## src/rtl/digital_control_block.sv

```systemverilog
// Serial frame parser for one chip of a daisy-chained RGB LED driver: matches a header,
// captures this chip's payload into B/G/R words and forwards the rest of the stream.
module digital_control_block #(
    parameter int HDR_W   = 16,
    parameter int PAY_W   = 39,
    parameter int COLOR_W = 12
) (
    input  logic               recoveredCLK,
    input  logic               globalReset,
    input  logic               reData,
    input  logic [HDR_W-1:0]   REF16Bits,
    input  logic [5:0]         REF6Bit,
    output logic               dataOut,
    output logic [COLOR_W-1:0] Bdata,
    output logic [COLOR_W-1:0] Gdata,
    output logic [COLOR_W-1:0] Rdata
);
    typedef enum logic [1:0] {IDLE, CAPTURE, DRAIN} state_t;

    localparam int DRAIN_W = $clog2(HDR_W);

    state_t               r_state;
    state_t               w_next_state;
    logic [HDR_W-1:0]     r_hreg;
    logic [PAY_W-1:0]     r_payload;
    logic [5:0]           r_cnt;
    logic [DRAIN_W-1:0]   r_drain_cnt;
    logic [COLOR_W-1:0]   r_bdata;
    logic [COLOR_W-1:0]   r_gdata;
    logic [COLOR_W-1:0]   r_rdata;

    logic w_match;
    logic w_last_drain;
    logic w_hreg_en;
    logic w_pay_en;
    logic w_cnt_start;
    logic w_load_colors;

    assign w_match      = (r_hreg == REF16Bits) && (REF6Bit != 6'd0);
    assign w_last_drain = (r_drain_cnt == DRAIN_W'(HDR_W - 1));

    always_ff @(posedge recoveredCLK or negedge globalReset) begin
        if (!globalReset) begin
            r_state <= IDLE;
        end else begin
            r_state <= w_next_state;
        end
    end

    always_comb begin
        // NOTE: every signal driven here gets a default first, so no path can infer a latch.
        w_next_state  = r_state;
        w_hreg_en     = 1'b0;
        w_pay_en      = 1'b0;
        w_cnt_start   = 1'b0;
        w_load_colors = 1'b0;
        case (r_state)
            IDLE: begin
                if (w_match) begin
                    w_pay_en     = 1'b1;
                    w_cnt_start  = 1'b1;
                    w_next_state = (REF6Bit == 6'd1) ? DRAIN : CAPTURE;
                end else begin
                    w_hreg_en = 1'b1;
                end
            end
            CAPTURE: begin
                // Header stays frozen in hreg, so dataOut stretches the header's first bit.
                w_pay_en = 1'b1;
                if (r_cnt + 6'd1 == REF6Bit) begin
                    w_next_state = DRAIN;
                end
            end
            DRAIN: begin
                // Match is ignored while the held header shifts out, avoiding a re-trigger.
                w_hreg_en     = 1'b1;
                w_load_colors = (r_drain_cnt == '0);
                if (w_last_drain) begin
                    w_next_state = IDLE;
                end
            end
            default: w_next_state = IDLE;
        endcase
    end

    always_ff @(posedge recoveredCLK or negedge globalReset) begin
        if (!globalReset) begin
            r_hreg      <= '0;
            r_payload   <= '0;
            r_cnt       <= '0;
            r_drain_cnt <= '0;
            r_bdata     <= '0;
            r_gdata     <= '0;
            r_rdata     <= '0;
        end else begin
            // NOTE: non-blocking assignments let every register see pre-edge values of the others.
            if (w_hreg_en) begin
                r_hreg <= {reData, r_hreg[HDR_W-1:1]};
            end
            if (w_pay_en) begin
                r_payload <= {reData, r_payload[PAY_W-1:1]};
            end
            if (w_cnt_start) begin
                r_cnt <= 6'd1;
            end else if (r_state == CAPTURE) begin
                r_cnt <= r_cnt + 6'd1;
            end
            if (r_state == DRAIN) begin
                r_drain_cnt <= w_last_drain ? '0 : r_drain_cnt + DRAIN_W'(1);
            end
            // Each 13-bit field carries its guard bit in the LSB position, which is dropped.
            if (w_load_colors) begin
                r_rdata <= r_payload[COLOR_W:1];
                r_gdata <= r_payload[2*COLOR_W+1:COLOR_W+2];
                r_bdata <= r_payload[3*COLOR_W+2:2*COLOR_W+3];
            end
        end
    end

    assign dataOut = r_hreg[0];
    assign Bdata   = r_bdata;
    assign Gdata   = r_gdata;
    assign Rdata   = r_rdata;

endmodule

```

## config.mk

```make
export PLATFORM = sky130hd
export DESIGN_NAME = digital_control_block
export DESIGN_NICKNAME = d
export VERILOG_FILES = /design/src/rtl/digital_control_block.sv
export SDC_FILE = /design/constraint.sdc
export NUM_CORES = 1
export LEC_CHECK = 0
export ABC_CLOCK_PERIOD_IN_PS = 4300
export CAP_MARGIN = 10
export CORE_MARGIN = 10
export CORE_UTILIZATION = 60
export CTS_CLUSTER_DIAMETER = 30
export DETAILED_ROUTE_END_ITERATION = 6
export DONT_BUFFER_PORTS = 1
export PLACE_DENSITY = 0.76
export SETUP_SLACK_MARGIN = 0.02
export SYNTH_ARGS = -nofsm -noshare
export SYNTH_HDL_FRONTEND = slang
export SYNTH_SLANG_ARGS = --single-unit
```

## constraint.sdc

```tcl
create_clock -name recoveredCLK -period 4.3 [get_ports recoveredCLK]
set_input_delay 0.86 -clock recoveredCLK [delete_from_list [all_inputs] [get_ports recoveredCLK]]
set_output_delay 0.86 -clock recoveredCLK [all_outputs]
set_load 0.03 [all_outputs]
```

==> results.txt <==
Failing checks = DRC
Pwr/cell area = 681 nW/um^2
Gr busiest metal = met2
Sum Neg Setup Slack = 0 ns
Run status = complete, but fails checks
Clock Pin Slew Worst Setup and Hold Paths = 0.11 ns
Critical path class = primary input to flop
Number of flops mapped to enable cells by yosys = 0
ANT cells = 0
Leak Pwr = 0.00230 uW
CP dominant cell by count = nor3_4
Via density = 6.84
WP buf/inv = 1
RSZ-0062 raised after global routing = no
Port bufs = 0
Hold Fails Final Rpt = 0
Crit path largest cell delay = 0.54 ns
Layout cells sized above 1 = 17.4%
Synthesized area = 5240 um^2
FP Rows = 34
Synth top area share = 48.7%
CTS tree = done
Global-route wire length before repair = 20.0 mm
Netlist cell types = 39
Cts-stage hold buffer count = 0
Overflow after GRT = 0
Htree depth = 3
Met3 Use GR = 4.04%
Num CTS Buffers = 9
Vias in the first global route = 3,939
Synth cell count leaders = dfrtp_1 (102), mux2_2 (52), nand2_1 (49), nand3_1 (42), nand4_1 (41)
VDD IR max = 0.341 mV
Yosys reg bits = 102
Initial DRC count = 501
WL per Instance = 20.2 um
Post-Synthesis Cells = 496
Period utilization = 60.2%
Multi-input logic area = 2470 um^2
Synth warn = 0
Dominant cell type by area after synthesis = dfrtp_1
WL final = 11.8 mm
Sequential Area = 2550 um^2
Critical path arrival = 2.85 ns
Critical-path top delay cell = or4_4
Final setup violation count = 0
Synth-to-Final Area Change = 4.61%
Min Tclk post-route = 2.59 ns
Boundary Pins = 62
Grt met2 use = 30.1%
Core box area = 8590 um^2
CTS Root Cell = clkbuf_8
Max_cap viols = 0
Syn Area/Cell = 10.6 um^2
Main area contributors after synthesis = dfrtp_1 (49%), mux2_2 (11%), a222oi_1 (7.3%)
Initial core utilization = 60.9%
Layout net count = 500
Startpoint class of the critical path = primary input
Detailed-router iteration count before antenna repair = 7
Most numerous cell in the Yosys netlist = dfrtp_1
Vias = 3,999
Clock skew = 0.0152 ns
Die H = 113 um
Clock buffer depth = 2
Min-delay worst type = primary input to asynchronous set/reset pin
Relative max-transition margin = 35.2%
Drt drc = 10
Worst slew pin tran = 0.969 ns
HPWL Detailed = 7.22 mm
Top delay family on crit path = simple AND/OR/NAND/NOR gates
Sequential area share after synthesis = 48.7%
M1 GR Usage = 23.2%
Final max-slew violation count = 0
Synth async-reset ratio = 100%
Post-CTS sizing = 0
Hold WS = 0.171 ns
Ys flop type = dfrtp_1
Fillers = 643
Clk sinks = 102
Max Clk Rate = 386 MHz
CP max FO = 40
Die X = 113 um
Req. time, crit path = 4.56 ns
Skew-Pair Late Insertion Delay = 0.37 ns
GRT Total Usage = 18.3%
# Post-CTS Setup Buffers = 0
Final GP Congestion = 0.782
Largest net degree at the start of global routing = 103
CP Capture Type = flop
Crit path cell chain = or4_4 > nor3_4 > nor3_4 > buf_4 > a31oi_4 > mux2_2
Syn_nets = 524
Die area = 12,900 um^2
ANT nets after route = 0
Antenna violations before repair = 0
==> per-stage QoR <==
| step | power, uW | setup WS [ns] | instances | instance area [um^2] | util, % |
|---|---|---|---|---|---|
| global route | 3990 | 1.63 | 585 | 5480 | 63.7 |
| finish | 3730 | 1.71 | 585 | 5480 | 63.7 |
| global placement | 3010 | 1.39 | 569 | 5270 | 61.3 |
| CTS | 3730 | 1.73 | 585 | 5480 | 63.7 |
| detailed placement | 3110 | 1.33 | 569 | 5270 | 61.3 |
| floorplan | 2820 | 1.82 | 496 | 5240 | - |
==> routing by layer <==
metal,routed length [um],share of wire (%)
met1,4840,41
met3,794,6.7
met2,5960,50
met5,0,0
met4,233,2.0
==> logic make-up after synthesis <==
logic type / after synthesis / synth area share, %
DFF: 102 / 48.7
muxes: 53 / 11.4
adders and majority gates: 3 / 0.717
xor gates and xnor gates: 24 / 4.01
AOI/OAI and AO/OA: 61 / 10.4
and+or+nand+nor: 200 / 20.5
buffers and inverters: 53 / 4.25
==> cells in the final DEF, fill, tap and decap left out, drive strengths merged, types with 2 or more instances in the layout <==
cell type / instances
nand4: 41
nand3: 42
o311ai: 3
buf: 9
xor2: 10
nand2: 49
nor2: 9
and2: 4
clkinvlp: 2
mux2: 52
and3: 2
ha: 3
dfrtp: 102
nand2b: 3
clkbuf: 9
nor2b: 37
nor4: 3
a222oi: 38
o21ai: 10
xnor2: 14
inv: 11
a22oi: 2
a31oi: 3
nor3: 6
clkinv: 2
==> power breakdown <==
| group | switching (uW) | leakage (uW) | internal, uW |
|---|---|---|---|
| Combinational | 624 | 0.00101 | 637 |
| Clock | 357 | 0.0000980 | 277 |
| Sequential | 567 | 0.00119 | 1270 |
| Total | 1550 | 0.00230 | 2180 |
==> final timing paths <==
path,start,to,slack (ns),cells past startpoint
max in group asynchronous,globalReset,Bdata[0],3.95,0
min in group recoveredCLK,r_drain_cnt[3],r_drain_cnt[3],0.55,2
min,globalReset,r_cnt[3],0.17,0
min reg2reg,r_drain_cnt[3],r_drain_cnt[3],0.55,2
max reg2reg,r_state[0],Gdata[5],1.80,5
max,REF6Bit[1],r_hreg[6],1.71,6
==> registers in the layout (all words and copies together), names as in the netlist <==
signal       cells
r_hreg          16
Rdata           12
r_drain_cnt      4
r_payload       38
Gdata           12
r_state          2
Bdata           12
r_cnt            6
==> layout make-up <==
cell class | instances | area share, %
clock inverters | 7 | 1.51
multi-input cells | 341 | 45.1
repair buffers | 9 | 1.46
inverters | 9 | 0.617
well taps | 108 | 2.47
flip-flops and latches | 102 | 46.6
clock buffers | 9 | 2.26
Power figures use the tool's default switching activity.
